[config.mk]
export PLATFORM = sky130hd
export DESIGN_NAME = button_debouncer
export DESIGN_NICKNAME = d
export VERILOG_FILES = /design/src/rtl/lock_pkg.sv /design/src/rtl/debounce_channel.sv /design/src/rtl/button_debouncer.sv
export SDC_FILE = /design/constraint.sdc
export NUM_CORES = 1
export LEC_CHECK = 0
export ABC_AREA = 0
export CAP_MARGIN = 20
export CELL_PAD_IN_SITES_DETAIL_PLACEMENT = 1
export CELL_PAD_IN_SITES_GLOBAL_PLACEMENT = 1
export CORE_ASPECT_RATIO = 1.2
export CORE_MARGIN = 4
export CORE_UTILIZATION = 41
export DETAILED_ROUTE_END_ITERATION = 10
export MAX_ROUTING_LAYER = met4
export PLACE_DENSITY_LB_ADDON = 0.1
export SLEW_MARGIN = 10
export SYNTH_ARGS = -nofsm -noshare
export SYNTH_HDL_FRONTEND = slang
export SYNTH_HIERARCHICAL = 1
export SYNTH_SLANG_ARGS = --single-unit
[constraint.sdc]
create_clock -name clk -period 1.5 [get_ports clk]
set_clock_uncertainty 0.15 [all_clocks]
set_input_delay 0.3 -clock clk [delete_from_list [all_inputs] [get_ports clk]]
set_output_delay 0.3 -clock clk [all_outputs]
set_load 0.005 [all_outputs]
[src/rtl/lock_pkg.sv]
// Shared defaults and constant helpers for the lock's front-end blocks.
package lock_pkg;

   localparam int N_BTN_DEF          = 4;
   localparam int STABLE_SAMPLES_DEF = 20;
   localparam bit BTN_ACTIVE_LOW_DEF = 1'b1;

   // Ceiling log2 usable in parameter expressions; returns 0 for v <= 1.
   function automatic int clog2_const(input int v);
      int r;
      int x;
      r = 0;
      x = v - 1;
      while (x > 0) begin
         r++;
         x = x >> 1;
      end
      return r;
   endfunction

endpackage

[src/rtl/debounce_channel.sv]
// One debounced button: accepts a level change after STABLE_SAMPLES consecutive
// disagreeing ticks and emits a one-clk press or release pulse with the change.
module debounce_channel
   import lock_pkg::*;
#(
   parameter int STABLE_SAMPLES = STABLE_SAMPLES_DEF
)
(
   input  logic clk,
   input  logic reset_n,
   input  logic i_tick,
   input  logic i_sample,
   output logic o_level,
   output logic o_press,
   output logic o_release
);

   localparam int               CNT_W    = clog2_const(STABLE_SAMPLES + 1);
   localparam logic [CNT_W-1:0] CNT_LAST = CNT_W'(STABLE_SAMPLES - 1);

   logic [CNT_W-1:0] r_cnt;
   logic             r_level;
   logic             r_press;
   logic             r_release;

   // NOTE: all state here uses non-blocking assignments so every flop samples
   // pre-edge values; blocking writes would make r_level order-dependent.
   always_ff @(posedge clk or negedge reset_n) begin
      if (!reset_n) begin
         r_cnt     <= '0;
         r_level   <= 1'b0;
         r_press   <= 1'b0;
         r_release <= 1'b0;
      end else begin
         r_press   <= 1'b0;
         r_release <= 1'b0;
         if (i_tick) begin
            if (i_sample == r_level) begin
               r_cnt <= '0;
            end else if (r_cnt == CNT_LAST) begin
               r_level   <= i_sample;
               r_cnt     <= '0;
               r_press   <= i_sample;
               r_release <= ~i_sample;
            end else begin
               r_cnt <= r_cnt + 1'b1;
            end
         end
      end
   end

   assign o_level   = r_level;
   assign o_press   = r_press;
   assign o_release = r_release;

endmodule

[src/rtl/button_debouncer.sv]
// Pushbutton debouncer: synchronises raw pins and the 1 kHz sample clock, derives
// a one-clk sample tick from its rising edge, and runs one debounce_channel per button.
module button_debouncer
   import lock_pkg::*;
#(
   parameter int N_BTN          = N_BTN_DEF,
   parameter int STABLE_SAMPLES = STABLE_SAMPLES_DEF,
   parameter bit BTN_ACTIVE_LOW = BTN_ACTIVE_LOW_DEF
)
(
   input  logic             clk,
   input  logic             reset_n,
   input  logic             sample_clk,
   input  logic [N_BTN-1:0] btn_raw,
   output logic [N_BTN-1:0] btn_level,
   output logic [N_BTN-1:0] btn_press,
   output logic [N_BTN-1:0] btn_release
);

   logic [N_BTN-1:0] r_btn_meta;
   logic [N_BTN-1:0] r_btn_sync;
   logic             r_smp_meta;
   logic             r_smp_sync;
   logic             r_smp_prev;
   logic             w_tick;
   logic [N_BTN-1:0] w_sample;

   // NOTE: synchronizer and edge flops are reset too, so a tick can never be
   // generated from stale pre-reset history.
   always_ff @(posedge clk or negedge reset_n) begin
      if (!reset_n) begin
         r_btn_meta <= '0;
         r_btn_sync <= '0;
         r_smp_meta <= 1'b0;
         r_smp_sync <= 1'b0;
         r_smp_prev <= 1'b0;
      end else begin
         r_btn_meta <= btn_raw;
         r_btn_sync <= r_btn_meta;
         r_smp_meta <= sample_clk;
         r_smp_sync <= r_smp_meta;
         r_smp_prev <= r_smp_sync;
      end
   end

   assign w_tick   = r_smp_sync & ~r_smp_prev;
   assign w_sample = BTN_ACTIVE_LOW ? ~r_btn_sync : r_btn_sync;

   for (genvar g = 0; g < N_BTN; g++) begin : g_ch
      debounce_channel #(
         .STABLE_SAMPLES (STABLE_SAMPLES)
      ) u_channel (
         .clk       (clk),
         .reset_n   (reset_n),
         .i_tick    (w_tick),
         .i_sample  (w_sample[g]),
         .o_level   (btn_level[g]),
         .o_press   (btn_press[g]),
         .o_release (btn_release[g])
      );
   end

endmodule

==> qor.txt <==
Multi-input gate area = 943 um^2
Ys flop type = dfrtp_1
Num CTS Buffers = 5
Core box area = 4700 um^2
Total number of yosys warnings = 6
Synth Net Count = 183
Layout cells sized above 1 = 33.6%
Hold Path Stages = 0
Initial DRC count = 53
Crit path DAT = 1.50 ns
Site Rows = 27
Ant. Diodes = 0
Post-synth EDFFs = 0
CP required = 1.52 ns
Post-Route Setup TNS = 0 ns
Largest net degree at the start of global routing = 44
Routability cong. = 0.816
Overflow after GRT = 0
Worst setup SP type = register
Hold WS = 0.202 ns
Syn_area_per_cell = 11.9 um^2
DRC Markers = 0
Register bit total from synthesis = 43
Initial Util = 43.6%
Top-count cell post-synth = dfrtp_1
Gr usage total = 15.7%
Synth top cells by count = dfrtp_1, inv_1, nand2b_1
RSZ-0062 raised after global routing = true
First-pass GRT wire length = 7210 um
RR Startpoint = g_ch[1].u_channel/r_cnt[1]
Clk root buf = clkbuf_8
Register area share after synthesis = 52.6%
Leakage = 1.22 nW
CTS tree = done
Distinct cells, synth = 24
Status = finished, final reports clean
Worst-margin pin slew = 0.325 ns
P&R area growth vs syn = 31.9%
Vias in the first global route = 1586
Routed wire per std cell = 15.6 um
Die Y-Extent = 85.4 um
Nets = 238
Final Hold Fails = 0
Vias per cell = 5.23
Top cell type's share of synthesized area = 52.6%
Peak VDD IR = 642 uV
Worst min path class = register to register
CTS clk-pin slew, worst paths = 0.07 ns
Remaining antenna violation count = 0
Final Setup Violations = 0
Async S/R FF share, synth = 100%
Endpoint class of the critical path = register
IO Pins = 19
Post-Syn Instances = 172
IO buf count = 18
Synth area leaders = dfrtp_1, nand2b_1, xor2_2, inv_1, mux2_4
H-tree depth = 2
Worst hold path startpoint = r_btn_meta[1]
Detailed Place HPWL = 3030 um
Total number of vias = 1484
Crit Path Max Fanout = 3
Setup CP Type = register to register
Max cap viols = 0
Storage cell area = 1080 um^2
Die W = 72.5 um
Clock Latency Late Sink = 0.28 ns
Reg2Reg Depth = 4
Tmin final = 1.47 ns
Dominant cell type by area after synthesis = dfrtp_1
Fmax = 679 MHz
Fill cells = 496
Synthesized area = 2050 um^2
Clock sink count = 43
Antenna violations before repair = 0
Pwr dens = 856 nW/um^2
Final period util = 98.1%
Die area = 6190 um^2
Slew headroom = 78.3%
Routed WL = 4430 um
Drt first pass iters = 4
Slew Viols, Final = 0
CTS Buffer Depth = 2
Worst Setup SP = g_ch[1].u_channel/r_cnt[1]
## per-layer routing
metal  wire length (um)  GRT usage (%)
met1               1830           17.3
met2               2410           26.8
met3                110           4.27
met4                 80           5.54
met5                  0              -
## what timing repair did
item | CTS | global route
cloned | 0 | 1
setup endpoints to repair | 14 | 13
endpoints found under the hold margin | 43 | 0
hold buffers | 1 | 0
pin swaps | 1 | 7
gates resized for setup | 16 | 9
setup buffers | 4 | 11
## layout by cell type, fill, tap and decap left out, types with 4 or more instances in the layout
cell type	synthesis	routed
a211oi_2	0	4
a21boi_1	4	4
a21oi_1	4	4
a311o_1	4	4
a32o_1	4	4
buf_4	4	29
clkbuf_8	0	5
clkdlybuf4s50_1	0	5
dfrtp_1	43	42
dlygate4sd2_1	0	12
ha_2	0	4
inv_1	16	15
mux2_4	4	4
nand2_2	8	8
nand2b_1	16	16
nand3_1	8	8
nand4b_1	4	4
nor2b_1	4	4
nor3b_1	8	5
o21ai_0	8	8
o21ai_1	4	4
o22ai_1	4	4
o31ai_2	4	4
## area by class of cell
type / instances / share of cell area, %
sequential: 43 / 39.9
multi-input combinational: 109 / 35.0
timing repair buffer: 52 / 17.5
clock buffer: 6 / 2.69
tap: 58 / 2.69
inverter: 16 / 2.23
## logic make-up (layout without fill, tap and decap cells)
| family | Yosys count | in the layout | share of synthesized area [%] |
|---|---|---|---|
| buf+inv | 20 | 74 | 4.40 |
| mux | 4 | 4 | 2.94 |
| xor+xnor | 8 | 8 | 4.89 |
| simple gates | 53 | 53 | 18.3 |
| compound gates | 40 | 40 | 14.4 |
| flops | 43 | 43 | 52.6 |
| fa+ha+maj | 4 | 4 | 2.45 |
## power by group
group / switching, mW / leakage (nW) / internal, mW
registers: 0.0394 / 0.566 / 1.22
clock network: 0.350 / 0.0371 / 0.310
logic: 0.185 / 0.616 / 0.203
## worst max-delay path: stages, from the launching register on
cell      delay (ns)
dfrtp_1         0.41
ha_2            0.19
and4bb_1        0.21
nand2_2         0.10
mux2_4          0.30
## state kept, by name, indices dropped and copies added, names as in the netlist
| name | flops |
|---|---|
| g_ch.u_channel/r_cnt | 20 |
| r_btn_sync | 4 |
| r_smp_meta | 1 |
| g_ch.u_channel/o_press | 4 |
| r_smp_prev | 1 |
| g_ch.u_channel/o_release | 4 |
| g_ch.u_channel/o_level | 4 |
| r_btn_meta | 4 |
| r_smp_sync | 1 |
## worst paths after layout
kind	end	slack, ns
setup reg to reg	g_ch[1].u_channel/o_level	0.03
hold / removal	r_btn_sync[1]	0.20
max in group asynchronous	g_ch[3].u_channel/o_level	0.61
hold reg to reg	r_btn_sync[1]	0.20
min in group asynchronous	g_ch[3].u_channel/o_release	0.37
setup / recovery	g_ch[1].u_channel/o_level	0.03
## stage by stage
| step | cell area [um^2] | utilization [%] | cells | setup WS, ns | power (mW) |
|---|---|---|---|---|---|
| detailed placement | 2450 | 52.1 | 262 | 0.00347 | 1.62 |
| floorplan | 2060 | - | 172 | 0.0337 | 1.46 |
| global placement | 2450 | 52.1 | 262 | 0.0444 | 1.58 |
| CTS | 2560 | 54.5 | 273 | 0.000611 | 2.31 |
| global route | 2700 | 57.5 | 284 | -0.0377 | 2.46 |
| finish | 2700 | 57.5 | 284 | 0.0283 | 2.31 |
No activity file was read; power rests on OpenSTA's default activity.
